--- config.mk ---
export PLATFORM = sky130hd
export DESIGN_NAME = spi_slave
export DESIGN_NICKNAME = d
export VERILOG_FILES = /design/src/rtl/spi_pkg.sv /design/src/rtl/spi_sync_edge.sv /design/src/rtl/spi_slave.sv
export SDC_FILE = /design/constraint.sdc
export NUM_CORES = 1
export LEC_CHECK = 0
export CAP_MARGIN = 0
export CORE_ASPECT_RATIO = 0.6
export CORE_MARGIN = 2
export CORE_UTILIZATION = 29
export DETAILED_ROUTE_END_ITERATION = 6
export HOLD_SLACK_MARGIN = 0.03
export PLACE_DENSITY = 0.58
export RECOVER_POWER = 50
export SLEW_MARGIN = 30
export SYNTH_ARGS = -nofsm -noshare
export SYNTH_HDL_FRONTEND = slang
export SYNTH_SLANG_ARGS = --single-unit
--- constraint.sdc ---
create_clock -name clock -period 2.87 [get_ports clock]
set_input_delay 0.574 -clock clock [delete_from_list [all_inputs] [get_ports clock]]
set_output_delay 0.574 -clock clock [all_outputs]
set_load 0.005 [all_outputs]
--- src/rtl/spi_pkg.sv ---
// Shared definitions for the SPI slave: FSM state encoding, bit-counter width,
// frame length and the idle level of sclk, ss and MISO.
package spi_pkg;

   typedef enum logic [1:0] {
      StIdle    = 2'b00,
      StActive  = 2'b01,
      StWaitEnd = 2'b11
   } state_t;

   localparam int unsigned CntWidth  = 4;
   localparam int unsigned FrameLen  = 8;
   localparam logic        IdleLevel = 1'b1;

endpackage

--- src/rtl/spi_sync_edge.sv ---
// Input synchronizer with registered edge strobes.
// Ports:
//   i_clock   - system clock
//   i_reset_n - asynchronous active-low reset
//   i_din     - asynchronous input pin
//   o_sync    - synchronized level (SYNC_STAGES flops after the pin)
//   o_rise    - one-cycle strobe, SYNC_STAGES+1 clocks after a pin rising edge
//   o_fall    - one-cycle strobe, SYNC_STAGES+1 clocks after a pin falling edge
// SYNC_STAGES must be at least 2. All flops reset to the idle line level so that
// releasing reset with idle inputs produces no spurious strobes.
module spi_sync_edge
   import spi_pkg::*;
#(
   parameter int unsigned SYNC_STAGES = 2
) (
   input  logic i_clock,
   input  logic i_reset_n,
   input  logic i_din,
   output logic o_sync,
   output logic o_rise,
   output logic o_fall
);

   logic [SYNC_STAGES-1:0] r_sync;
   logic                   r_prev;
   logic                   r_rise;
   logic                   r_fall;
   logic                   w_level;

   assign w_level = r_sync[SYNC_STAGES-1];

   always_ff @(posedge i_clock or negedge i_reset_n) begin
      if (!i_reset_n) begin
         r_sync <= {SYNC_STAGES{IdleLevel}};
         r_prev <= IdleLevel;
         r_rise <= 1'b0;
         r_fall <= 1'b0;
      end else begin
         r_sync <= {r_sync[SYNC_STAGES-2:0], i_din};
         r_prev <= w_level;
         r_rise <= w_level & ~r_prev;
         r_fall <= ~w_level & r_prev;
      end
   end

   assign o_sync = w_level;
   assign o_rise = r_rise;
   assign o_fall = r_fall;

endmodule

--- src/rtl/spi_slave.sv ---
// 8-bit SPI slave, oversampling sclk/ss/MOSI on the local system clock.
// Frame: sclk idles high, master drives MOSI and samples MISO on sclk rising
// edges; the slave shifts MISO on sclk falling edges. LSB first by default.
// Build option: define SPI_SLAVE_MSB_FIRST_EN to run both shift registers MSB first.
// Ports:
//   clock, reset_n      - system clock, asynchronous active-low reset
//   sclk, ss, MOSI      - SPI inputs from the master (asynchronous)
//   MISO                - serial data to the master (1 when not in a frame)
//   tx_data, tx_load    - byte for the next frame, captured on tx_load while idle
//   tx_busy             - frame in progress; tx_load ignored while high
//   rx_data, rx_valid   - last complete received byte and its one-cycle strobe
//   frame_err           - one-cycle strobe when ss rises before 8 bits arrived
module spi_slave
   import spi_pkg::*;
#(
   parameter int unsigned SYNC_STAGES = 2
) (
   input  logic       clock,
   input  logic       reset_n,
   input  logic       sclk,
   input  logic       ss,
   input  logic       MOSI,
   output logic       MISO,
   input  logic [7:0] tx_data,
   input  logic       tx_load,
   output logic       tx_busy,
   output logic [7:0] rx_data,
   output logic       rx_valid,
   output logic       frame_err
);

   localparam logic [CntWidth-1:0] LastBit = CntWidth'(FrameLen - 1);
   localparam logic [CntWidth-1:0] CntOne  = CntWidth'(1);

   logic w_sclk_sync, w_sclk_rise, w_sclk_fall;
   logic w_ss_sync, w_ss_rise, w_ss_fall;
   logic w_mosi_sync, w_mosi_rise, w_mosi_fall;
   logic w_unused_sync;

   state_t                r_state;
   logic [CntWidth-1:0]   r_bit_cnt;
   logic [FrameLen-1:0]   r_tx_buf;
   logic [FrameLen-1:0]   r_tx_shift;
   logic [FrameLen-1:0]   r_rx_shift;
   logic [FrameLen-1:0]   r_rx_data;
   logic                  r_rx_valid;
   logic                  r_frame_err;
   logic                  r_miso;
   logic                  r_tx_busy;

   logic                  w_tx_first;
   logic                  w_tx_next_bit;
   logic [FrameLen-1:0]   w_tx_next_shift;
   logic [FrameLen-1:0]   w_rx_next;
   logic                  w_last_capture;

   spi_sync_edge #(.SYNC_STAGES(SYNC_STAGES)) u_sync_sclk (
      .i_clock   (clock),
      .i_reset_n (reset_n),
      .i_din     (sclk),
      .o_sync    (w_sclk_sync),
      .o_rise    (w_sclk_rise),
      .o_fall    (w_sclk_fall)
   );

   spi_sync_edge #(.SYNC_STAGES(SYNC_STAGES)) u_sync_ss (
      .i_clock   (clock),
      .i_reset_n (reset_n),
      .i_din     (ss),
      .o_sync    (w_ss_sync),
      .o_rise    (w_ss_rise),
      .o_fall    (w_ss_fall)
   );

   spi_sync_edge #(.SYNC_STAGES(SYNC_STAGES)) u_sync_mosi (
      .i_clock   (clock),
      .i_reset_n (reset_n),
      .i_din     (MOSI),
      .o_sync    (w_mosi_sync),
      .o_rise    (w_mosi_rise),
      .o_fall    (w_mosi_fall)
   );

   // Only the strobes of sclk/ss and the level of MOSI are needed.
   assign w_unused_sync = w_sclk_sync ^ w_ss_sync ^ w_mosi_rise ^ w_mosi_fall;

`ifdef SPI_SLAVE_MSB_FIRST_EN
   assign w_tx_first      = r_tx_buf[FrameLen-1];
   assign w_tx_next_bit   = r_tx_shift[FrameLen-2];
   assign w_tx_next_shift = {r_tx_shift[FrameLen-2:0], IdleLevel};
   assign w_rx_next       = {r_rx_shift[FrameLen-2:0], w_mosi_sync};
`else
   assign w_tx_first      = r_tx_buf[0];
   assign w_tx_next_bit   = r_tx_shift[1];
   assign w_tx_next_shift = {IdleLevel, r_tx_shift[FrameLen-1:1]};
   assign w_rx_next       = {w_mosi_sync, r_rx_shift[FrameLen-1:1]};
`endif

   assign w_last_capture = w_sclk_rise && (r_bit_cnt == LastBit);

   always_ff @(posedge clock or negedge reset_n) begin
      if (!reset_n) begin
         r_state     <= StIdle;
         r_bit_cnt   <= '0;
         r_tx_buf    <= 8'hFF;
         r_tx_shift  <= '1;
         r_rx_shift  <= '0;
         r_rx_data   <= 8'h00;
         r_rx_valid  <= 1'b0;
         r_frame_err <= 1'b0;
         r_miso      <= IdleLevel;
         r_tx_busy   <= 1'b0;
      end else begin
         r_rx_valid  <= 1'b0;
         r_frame_err <= 1'b0;
         unique case (r_state)
            StIdle: begin
               r_miso    <= IdleLevel;
               r_tx_busy <= 1'b0;
               if (tx_load) begin
                  r_tx_buf <= tx_data;
               end
               if (w_ss_fall) begin
                  r_tx_shift <= r_tx_buf;
                  r_miso     <= w_tx_first;
                  r_bit_cnt  <= '0;
                  r_tx_busy  <= 1'b1;
                  r_state    <= StActive;
               end
            end
            StActive: begin
               r_tx_busy <= 1'b1;
               if (w_sclk_rise) begin
                  r_rx_shift <= w_rx_next;
                  r_bit_cnt  <= r_bit_cnt + CntOne;
               end
               // The leading fall before the first rise belongs to frame setup.
               if (w_sclk_fall && (r_bit_cnt != '0)) begin
                  r_tx_shift <= w_tx_next_shift;
                  r_miso     <= w_tx_next_bit;
               end
               // A last capture coinciding with ss_rise still completes the byte.
               if (w_last_capture) begin
                  r_rx_data  <= w_rx_next;
                  r_rx_valid <= 1'b1;
                  r_miso     <= IdleLevel;
                  if (w_ss_rise) begin
                     r_tx_busy <= 1'b0;
                     r_state   <= StIdle;
                  end else begin
                     r_state   <= StWaitEnd;
                  end
               end else if (w_ss_rise) begin
                  r_frame_err <= 1'b1;
                  r_miso      <= IdleLevel;
                  r_tx_busy   <= 1'b0;
                  r_state     <= StIdle;
               end
            end
            StWaitEnd: begin
               r_miso    <= IdleLevel;
               r_tx_busy <= 1'b1;
               if (w_ss_rise) begin
                  r_tx_busy <= 1'b0;
                  r_state   <= StIdle;
               end
            end
            default: begin
               r_miso    <= IdleLevel;
               r_tx_busy <= 1'b0;
               r_state   <= StIdle;
            end
         endcase
      end
   end

   assign MISO      = r_miso;
   assign tx_busy   = r_tx_busy;
   assign rx_data   = r_rx_data;
   assign rx_valid  = r_rx_valid;
   assign frame_err = r_frame_err;

endmodule

==> results of run 1 <==
## cells in the mapped netlist (all sizes together), types with 2 or more instances
library cell,count,share of area [%]
dfrtp,28,34
a21oi,2,0.49
clkbuf,2,0.36
ha,2,1.2
a31oi,2,1.3
dfstp,24,31
nand3b,2,0.73
nor3b,2,0.97
inv,3,0.55
or3b,2,0.85
nand3,5,1.2
nand2,5,0.91
nor2b,5,1.5
o21ai,3,0.73
mux2,35,19
and3,2,0.61
## power groups by stage
stage | logic (mW) | clock network [mW] | registers (mW)
floorplan | 0.261 | 0 | 1.02
global placement | 0.335 | 0 | 1.05
detailed placement | 0.366 | 0 | 1.06
CTS | 0.367 | 0.583 | 1.05
global route | 0.393 | 0.617 | 1.07
finish | 0.355 | 0.561 | 1.05
## how the worst min path moves through the flow
stage / slack, ns / end
floorplan: 0.28 / frame_err$_DFF_PN0_
global placement: 0.35 / u_sync_sclk.r_sync[1]$_DFF_PN1_
detailed placement: 0.35 / u_sync_sclk.r_sync[1]$_DFF_PN1_
CTS: 0.16 / r_state[0]$_DFFE_PN0P_
global route: 0.26 / r_state[0]$_DFFE_PN0P_
finish: 0.22 / r_state[0]$_DFFE_PN0P_
## per-layer routing
layer,global-route usage [%],wire length [um],up-vias,part of all wire (%)
met5,0,0,-,0
li1,-,-,542,-
met2,15.3,1720,15,47
met1,13.7,1730,589,48
met4,2.44,11,0,0.30
met3,3.67,163,2,4.5
## logic make-up after synthesis
| family | synth area share [%] |
|---|---|
| compound gates | 3.82 |
| fa+ha+maj | 1.21 |
| buf+inv | 1.15 |
| flops | 64.5 |
| mux | 19.6 |
| simple gates | 9.70 |
## registers in the layout, indices dropped and copies added (netlist names), 2 cells and up
signal and flops:
r_tx_buf 8, rx_data 8, r_rx_shift 7, r_tx_shift 7, r_bit_cnt 4, r_state 2
u_sync_mosi.r_sync 2, u_sync_sclk.r_sync 2, u_sync_ss.r_sync 2
## cell type report
class                           instances  share of cell area (%)
Tap cell                               87                    4.20
Sequential cell                        52                    51.3
Inverter                                3                   0.434
Clock inverter                          2                   0.434
Timing Repair Buffer                   30                    11.3
Clock buffer                            6                    4.97
Multi-Input combinational cell         76                    27.3
==> impl_metrics.toml, run 1 <==
[critical_path]
r2r-start = "r_bit_cnt[0]$_DFFE_PN0P_"
reg2reg_slack_ns = 0.93
path_cells = "clkbuf_1, clkbuf_1, buf_16, clkbuf_1"
worstSetupEndpoint = "u_sync_sclk.r_sync[0]$_DFF_PN1_"
cpMaxStageDelayCell = "clkbuf_1"
start_kind = "input pin"
reg2regPathDepth = 5
reg2reg_to = "r_tx_shift[4]$_DFFE_PN1P_"
worst_ep_arrival_time_ns = 2.36
crit_top_cell = "clkbuf_1"
crit_start = "reset_n"
required_ns = 3.28
path_max_fanout = 21
path_delay_family = "buffers and inverters"
cpPeakStageDelay_ns = 0.97
worstSetupPathType = "input pin to async pin"
path_buf_inv = 4
cp_num_cells = 4
worst_setup_path_end_kind = "async pin"

[synth]
syn_nets = 150
syn_inst = 134
synthFlopType = "dfrtp_1"
syn_avg_cell_area_um2 = 15.4
ys_seq_area_share_pct = 64.5
synth_seq_cells = 52
synth-warning-count = 0
synthDistinctLibCells = 28
synth-async-reset-ratio_pct = 100
synth_area_um2 = 2060
synth_edf_count = 0

[finish]
finalNetCount = 184
layout_common_cells = "mux2_2 (35), dfrtp_1 (28), dfstp_2 (22), clkdlybuf4s50_1 (21)"
regArea_um2 = 1330
design_area_um2 = 2590
postLayoutCoreUtil_pct = 38.2
layoutNonFillerInstCount = 256
layout_commonest_cell = "mux2_2"
drive_above_1_share_pct = 42.6
areaGrowthSynthToFinish_pct = 25.7
antenna_cells = 0
fillers = 638
multi_input_area_um2 = 708

[cts]
cts_tree = "built"
cts-hold-fix-buffers = 0
ctsLongestPathBuffers = 2
clkSinkCount = 52
root_buffer = "clkbuf_16"
htreeDepth = 2
cts_resized = 0
cts_buffers = 5
clk_latency_ns = 0.28
path_clk_slew_ns = 0.07
cts_setup_buffers = 0

[pwr]
p_switching_mw = 0.483
combPwrFrac_pct = 18.1
switching_share_pct = 24.6
pwr-share-clk_pct = 28.6
vdd_drop_max_uv = 275
pwr-share-seq_pct = 53.3
p_leak_nw = 1.07
p_per_area_nw_per_um2 = 757
power_report.internal_total_mw = 1.48
report.power.total_mw = 1.96

[sta]
hold_viol = 0
finClkSkew_ns = 0.00678
fin_crit_sh_pct = 67.9
whs_ns = 0.224
fin_crit_ns = 1.95
relSlewSlack_pct = 16.3
drv_slew = 0
rsz0062_at_grt = "false"
fin_setup_tns_ns = 0
fmax_mhz = 513
setup_slack_ns = 0.921
setup_violations = 0
worst_slew_pin_slew_ns = 1.26

[drt]
first_pass_iters = 6
antenna_left = 0
drc = 2
routed_wirelength_um = 3620
vias = 1148
wl_per_cell_um = 14.1
initialDrtViolationCount = 20
viasPerCell = 4.48

[global_route]
grt_pass1_vias = 1256
overflow = 0
grt_usage_pct = 10.0
grt_pass1_wl_um = 6270
antenna_found_initial = 0
grt_max_degree = 22

[placed_design]
globalplace.congestion = 0.727
numPlacedInstances = 248
dpl_cell_area_um2 = 2480
dpl_worst_slack_ns = 0.779
post-dp-hpwl_um = 2750
port-buffer-count = 25

[job]
drv_cap = 0

[die]
initial_core_util_pct = 30.4
die_w_um = 113
dieHeight_um = 69.3
core-area_um2 = 6790
boundaryPins = 26
die-area_um2 = 7830
rows = 23

[run_status]
failed_checks = "DRC"
status = "complete, but fails checks"

[min_path]
hold_path_class = "input pin to async pin"
(Power assumes the default switching activity.)
==> run 2: changes to the inputs <==
Settings changed: PLACE_DENSITY 0.58 to 0.6.
Clock period 2.87 ns to 1.6 ns, I/O delays scaled along.
==> impl_metrics.toml, run 2 (synthesis results as in run 1) <==
[run_status]
status = "complete, but fails checks"
failed_checks = "DRC, setup timing"

[global_route]
busiest_layer = "met1"
grt_pass1_wl_um = 6010
grt_pass1_vias = 1182
antenna_found_initial = 0
grt_use_met2_pct = 12.4
use_met1_pct = 15.1
grt_max_degree = 53
overflow = 0
grt_usage_pct = 9.93
use_met3_pct = 3.58

[finish]
layout_common_cells = "dfrtp_1 (28), mux2_2 (27), dfstp_2 (22), clkdlybuf4s50_1 (20), buf_4 (17)"
postLayoutCoreUtil_pct = 40.9
antenna_cells = 0
areaGrowthSynthToFinish_pct = 34.6
drive_above_1_share_pct = 50.3
layoutNonFillerInstCount = 272
layout_commonest_cell = "dfrtp_1"
design_area_um2 = 2780
finalNetCount = 200

[sta]
relSlewSlack_pct = 54.8
worst_slew_pin_slew_ns = 0.678
fin_crit_ns = 1.68
fmax_mhz = 594
setup_violations = 14
hold_viol = 0
rsz0062_at_grt = "true"
fin_setup_tns_ns = -0.759
finClkSkew_ns = 0.00471
fin_crit_sh_pct = 105
setup_slack_ns = -0.0840
drv_slew = 0

[min_path]
holdPathStages = 0
hold_path_class = "flip-flop to flip-flop"

[critical_path]
worst_setup_path_end_kind = "flip-flop"
reg2regPathDepth = 5
worst_ep_arrival_time_ns = 1.90
cpPeakStageDelay_ns = 0.41
path_buf_inv = 1
path_max_fanout = 6
worstSetupPathType = "flip-flop to flip-flop"
path_delay_family = "simple AND/OR/NAND/NOR gates"
cpMaxStageDelayCell = "or3b_4"
start_kind = "flip-flop"
cp_num_cells = 5
required_ns = 1.81
path_cells = "inv_1, ha_1, or3b_4, a31oi_4, mux2_2"

[cts]
cts_buffers = 5
path_clk_slew_ns = 0.07
clk_latency_ns = 0.29
clkSinkCount = 52
cts_tree = "built"
ctsLongestPathBuffers = 2
htreeDepth = 2
root_buffer = "clkbuf_16"

[die]
initial_core_util_pct = 30.4
die_w_um = 113
die-area_um2 = 7830
dieHeight_um = 69.3
rows = 23
core-area_um2 = 6790
boundaryPins = 26

[placed_design]
globalplace.congestion = 0.748
dpl_cell_area_um2 = 2540
post-dp-hpwl_um = 2530
numPlacedInstances = 259
port-buffer-count = 25

[drt]
drc = 1
routed_wirelength_um = 3740
wl_per_cell_um = 13.8
first_pass_iters = 5
viasPerCell = 4.47
antenna_left = 0
initialDrtViolationCount = 41
vias = 1216

[pwr]
vdd_drop_max_uv = 516
p_leak_nw = 1.18
report.power.total_mw = 3.72
p_per_area_nw_per_um2 = 1340

[job]
drv_cap = 0
## run 2: changes by cell type in the layout (fill, tap and decap cells not counted), moves of 2 or more
cell | before | now
mux2_4 | 0 | 8
clkbuf_1 | 4 | 1
buf_6 | 0 | 2
buf_4 | 2 | 17
mux2_2 | 35 | 27
## run 2: power breakdown
group | leakage (nW) | switching (mW) | internal (mW) | total [mW]
logic | 0.477 | 0.283 | 0.458 | 0.741
clock network | 0.0790 | 0.451 | 0.673 | 1.12
registers | 0.623 | 0.157 | 1.70 | 1.86
total | 1.18 | 0.891 | 2.83 | 3.72
## run 2: layer usage
metal  wire, um  up-vias
met5          0        -
met4         55        0
met3        140        6
met2       1510       16
met1       2030      616
li1           -      578
## run 2: layout make-up
type	count	area (um2)
inverter	3	11.3
multi-input combinational	76	756
sequential	52	1330
fill	634	4010
timing repair buffer	46	412
clock buffer	7	154
tap	87	109
clock inverter	1	5.00
## run 2: final timing paths
kind | start | endpoint | slack, ns
max in group asynchronous | reset_n | rx_data[7]$_DFFE_PN0P_ | 0.43
setup reg to reg | r_bit_cnt[0]$_DFFE_PN0P_ | r_tx_shift[5]$_DFFE_PN1P_ | -0.08
hold / removal | u_sync_mosi.r_sync[0]$_DFF_PN1_ | u_sync_mosi.r_sync[1]$_DFF_PN1_ | 0.36
min in group asynchronous | reset_n | r_bit_cnt[2]$_DFFE_PN0P_ | 0.73
hold reg to reg | u_sync_mosi.r_sync[0]$_DFF_PN1_ | u_sync_mosi.r_sync[1]$_DFF_PN1_ | 0.36
setup / recovery | r_bit_cnt[0]$_DFFE_PN0P_ | r_tx_shift[5]$_DFFE_PN1P_ | -0.08
## run 2: repair_timing
item,4_1_cts,5_1_grt
endpoints found under the hold margin,28,0
setup endpoints to repair,15,15
resized for setup,2,13
setup buffers,0,3
pin swaps,0,1
hold buffers,1,0
gates cloned,0,1
## run 2: through the flow
step / setup WS, ns / hold slack [ns]
global route: -0.148 / 0.364
CTS: -0.0870 / 0.360
global placement: -0.0421 / 0.333
finish: -0.0840 / 0.358
detailed placement: -0.0728 / 0.332
floorplan: -0.0130 / 0.0244
==> run 3: changes to the inputs <==
Settings changed: CELL_PAD_IN_SITES_DETAIL_PLACEMENT from default to 0, CELL_PAD_IN_SITES_GLOBAL_PLACEMENT from default to 1, PLACE_DENSITY 0.6 to 0.67.
==> impl_metrics.toml, run 3 (synthesis results as in run 1) <==
[placed_design]
numPlacedInstances = 257
post-dp-hpwl_um = 2570
port-buffer-count = 25
globalplace.congestion = 0.717
dpl_worst_slack_ns = -0.0768

[pwr]
p_leak_nw = 1.19
report.power.total_mw = 3.73
p_per_area_nw_per_um2 = 1360
vdd_drop_max_uv = 510

[sta]
setup_slack_ns = -0.0651
relSlewSlack_pct = 53.7
drv_slew = 0
fin_setup_tns_ns = -0.394
worst_slew_pin_slew_ns = 0.694
fin_crit_ns = 1.67
fmax_mhz = 601
setup_violations = 8
rsz0062_at_grt = "true"
fin_crit_sh_pct = 104
hold_viol = 0
finClkSkew_ns = 0.00505

[die]
boundaryPins = 26
initial_core_util_pct = 30.4
rows = 23
dieHeight_um = 69.3
core-area_um2 = 6790
die_w_um = 113
die-area_um2 = 7830

[finish]
areaGrowthSynthToFinish_pct = 33.2
antenna_cells = 0
layout_common_cells = "mux2_2 (29), dfrtp_1 (28), dfstp_2 (22), clkdlybuf4s50_1 (20), buf_4 (15)"
layout_commonest_cell = "mux2_2"
drive_above_1_share_pct = 50.3
layoutNonFillerInstCount = 270
finalNetCount = 198
postLayoutCoreUtil_pct = 40.5
fillers = 636

[critical_path]
cpMaxStageDelayCell = "dfrtp_1"
cpPeakStageDelay_ns = 0.39
reg2reg_to = "r_tx_shift[5]$_DFFE_PN1P_"
path_cells = "inv_1, ha_1, or3b_4, a31oi_4, buf_12, mux2_4"
reg2regPathDepth = 6
required_ns = 1.82
worst_ep_arrival_time_ns = 1.88
worst_setup_path_end_kind = "flip-flop"
start_kind = "flip-flop"
r2r-start = "r_bit_cnt[1]$_DFFE_PN0P_"
worstSetupPathType = "flip-flop to flip-flop"
reg2reg_slack_ns = -0.07
path_max_fanout = 6

[cts]
path_clk_slew_ns = 0.07
root_buffer = "clkbuf_16"
ctsLongestPathBuffers = 2
htreeDepth = 2
clk_latency_ns = 0.29
clkSinkCount = 52
cts_tree = "built"
cts_buffers = 5

[min_path]
hold_start = "u_sync_mosi.r_sync[0]$_DFF_PN1_"
holdPathStages = 0
whs_endpoint = "u_sync_mosi.r_sync[1]$_DFF_PN1_"
hold_path_class = "flip-flop to flip-flop"

[drt]
drc = 2
initialDrtViolationCount = 41
viasPerCell = 4.53
antenna_left = 0
routed_wirelength_um = 3790
wl_per_cell_um = 14.0
vias = 1222
first_pass_iters = 6

[global_route]
grt_max_degree = 53
antenna_found_initial = 0
grt_pass1_wl_um = 6290
grt_usage_pct = 10.2
grt_pass1_vias = 1265
overflow = 0

[run_status]
failed_checks = "DRC, setup timing"
status = "complete, but fails checks"

[job]
drv_cap = 0
==> run 3: cell types whose count changed in the layout (fill, tap and decap cells not counted), sizes merged <==
cell	change
buf	-2
clkbuf	-2
clkinv	+2
==> run 3: routing by layer <==
layer  vias up  global-route usage, %  part of all wire [%]
li1        577                      -                     -
met1       625                   14.3                    50
met2        15                   14.9                    45
met3         5                   3.93                   4.2
met4         0                   2.44                  0.82
met5         -                      0                     0
==> run 3: per-stage QoR <==
step,area (um2),hold WS [ns]
6_report,2750,0.361
5_1_grt,2750,0.364
4_1_cts,2720,0.360
3_5_place_dp,2520,0.333
3_3_place_gp,2520,0.327
2_1_floorplan,2070,0.0244
==> run 3: how the worst max path moves through the flow <==
stage,end,start,cells past startpoint,slack [ns]
CTS,r_tx_shift[5]$_DFFE_PN1P_,r_bit_cnt[1]$_DFFE_PN0P_,5,-0.07
floorplan,r_tx_shift[1]$_DFFE_PN1P_,r_bit_cnt[0]$_DFFE_PN0P_,5,-0.01
global route,r_tx_shift[5]$_DFFE_PN1P_,r_bit_cnt[0]$_DFFE_PN0P_,6,-0.13
global placement,r_tx_shift[5]$_DFFE_PN1P_,r_bit_cnt[0]$_DFFE_PN0P_,5,-0.02
detailed placement,r_tx_shift[5]$_DFFE_PN1P_,r_bit_cnt[1]$_DFFE_PN0P_,5,-0.08
finish,r_tx_shift[5]$_DFFE_PN1P_,r_bit_cnt[1]$_DFFE_PN0P_,6,-0.07
==> run 3: layout make-up <==
cell class	instances	area, um2	area share, %
Clock inverter	3	18.8	0.683
Clock buffer	5	125	4.55
Inverter	3	11.3	0.410
Timing Repair Buffer	44	405	14.7
Tap cell	87	109	3.96
Multi-Input combinational cell	76	748	27.2
Sequential cell	52	1330	48.4
==> run 3: timing repair <==
item / CTS / global route
setup endpoints to repair: 15 / 15
setup buffers: 2 / 1
gates resized for setup: 7 / 5
hold buffers: 1 / 0
hold endpoints to repair: 14 / 0
pin swaps: 0 / 1
gates cloned: 1 / 0
==> run 3: where the power goes <==
part	total [mW]	internal (mW)	leakage (nW)	switching, mW
logic	0.822	0.519	0.494	0.303
registers	1.86	1.70	0.623	0.164
clock network	1.05	0.577	0.0736	0.471
total	3.73	2.80	1.19	0.938
==> run 3: worst max-delay path: cells and delay by family (launching register included) <==
| kind | cells | cell delay [ns] |
|---|---|---|
| flip-flops | 1 | 0.39 |
| AND/OR/NAND/NOR | 1 | 0.39 |
| multiplexers | 1 | 0.30 |
| buffers and inverters | 2 | 0.22 |
| AO/OA/AOI/OAI | 1 | 0.19 |
| adder cells (fa/ha/maj) | 1 | 0.12 |
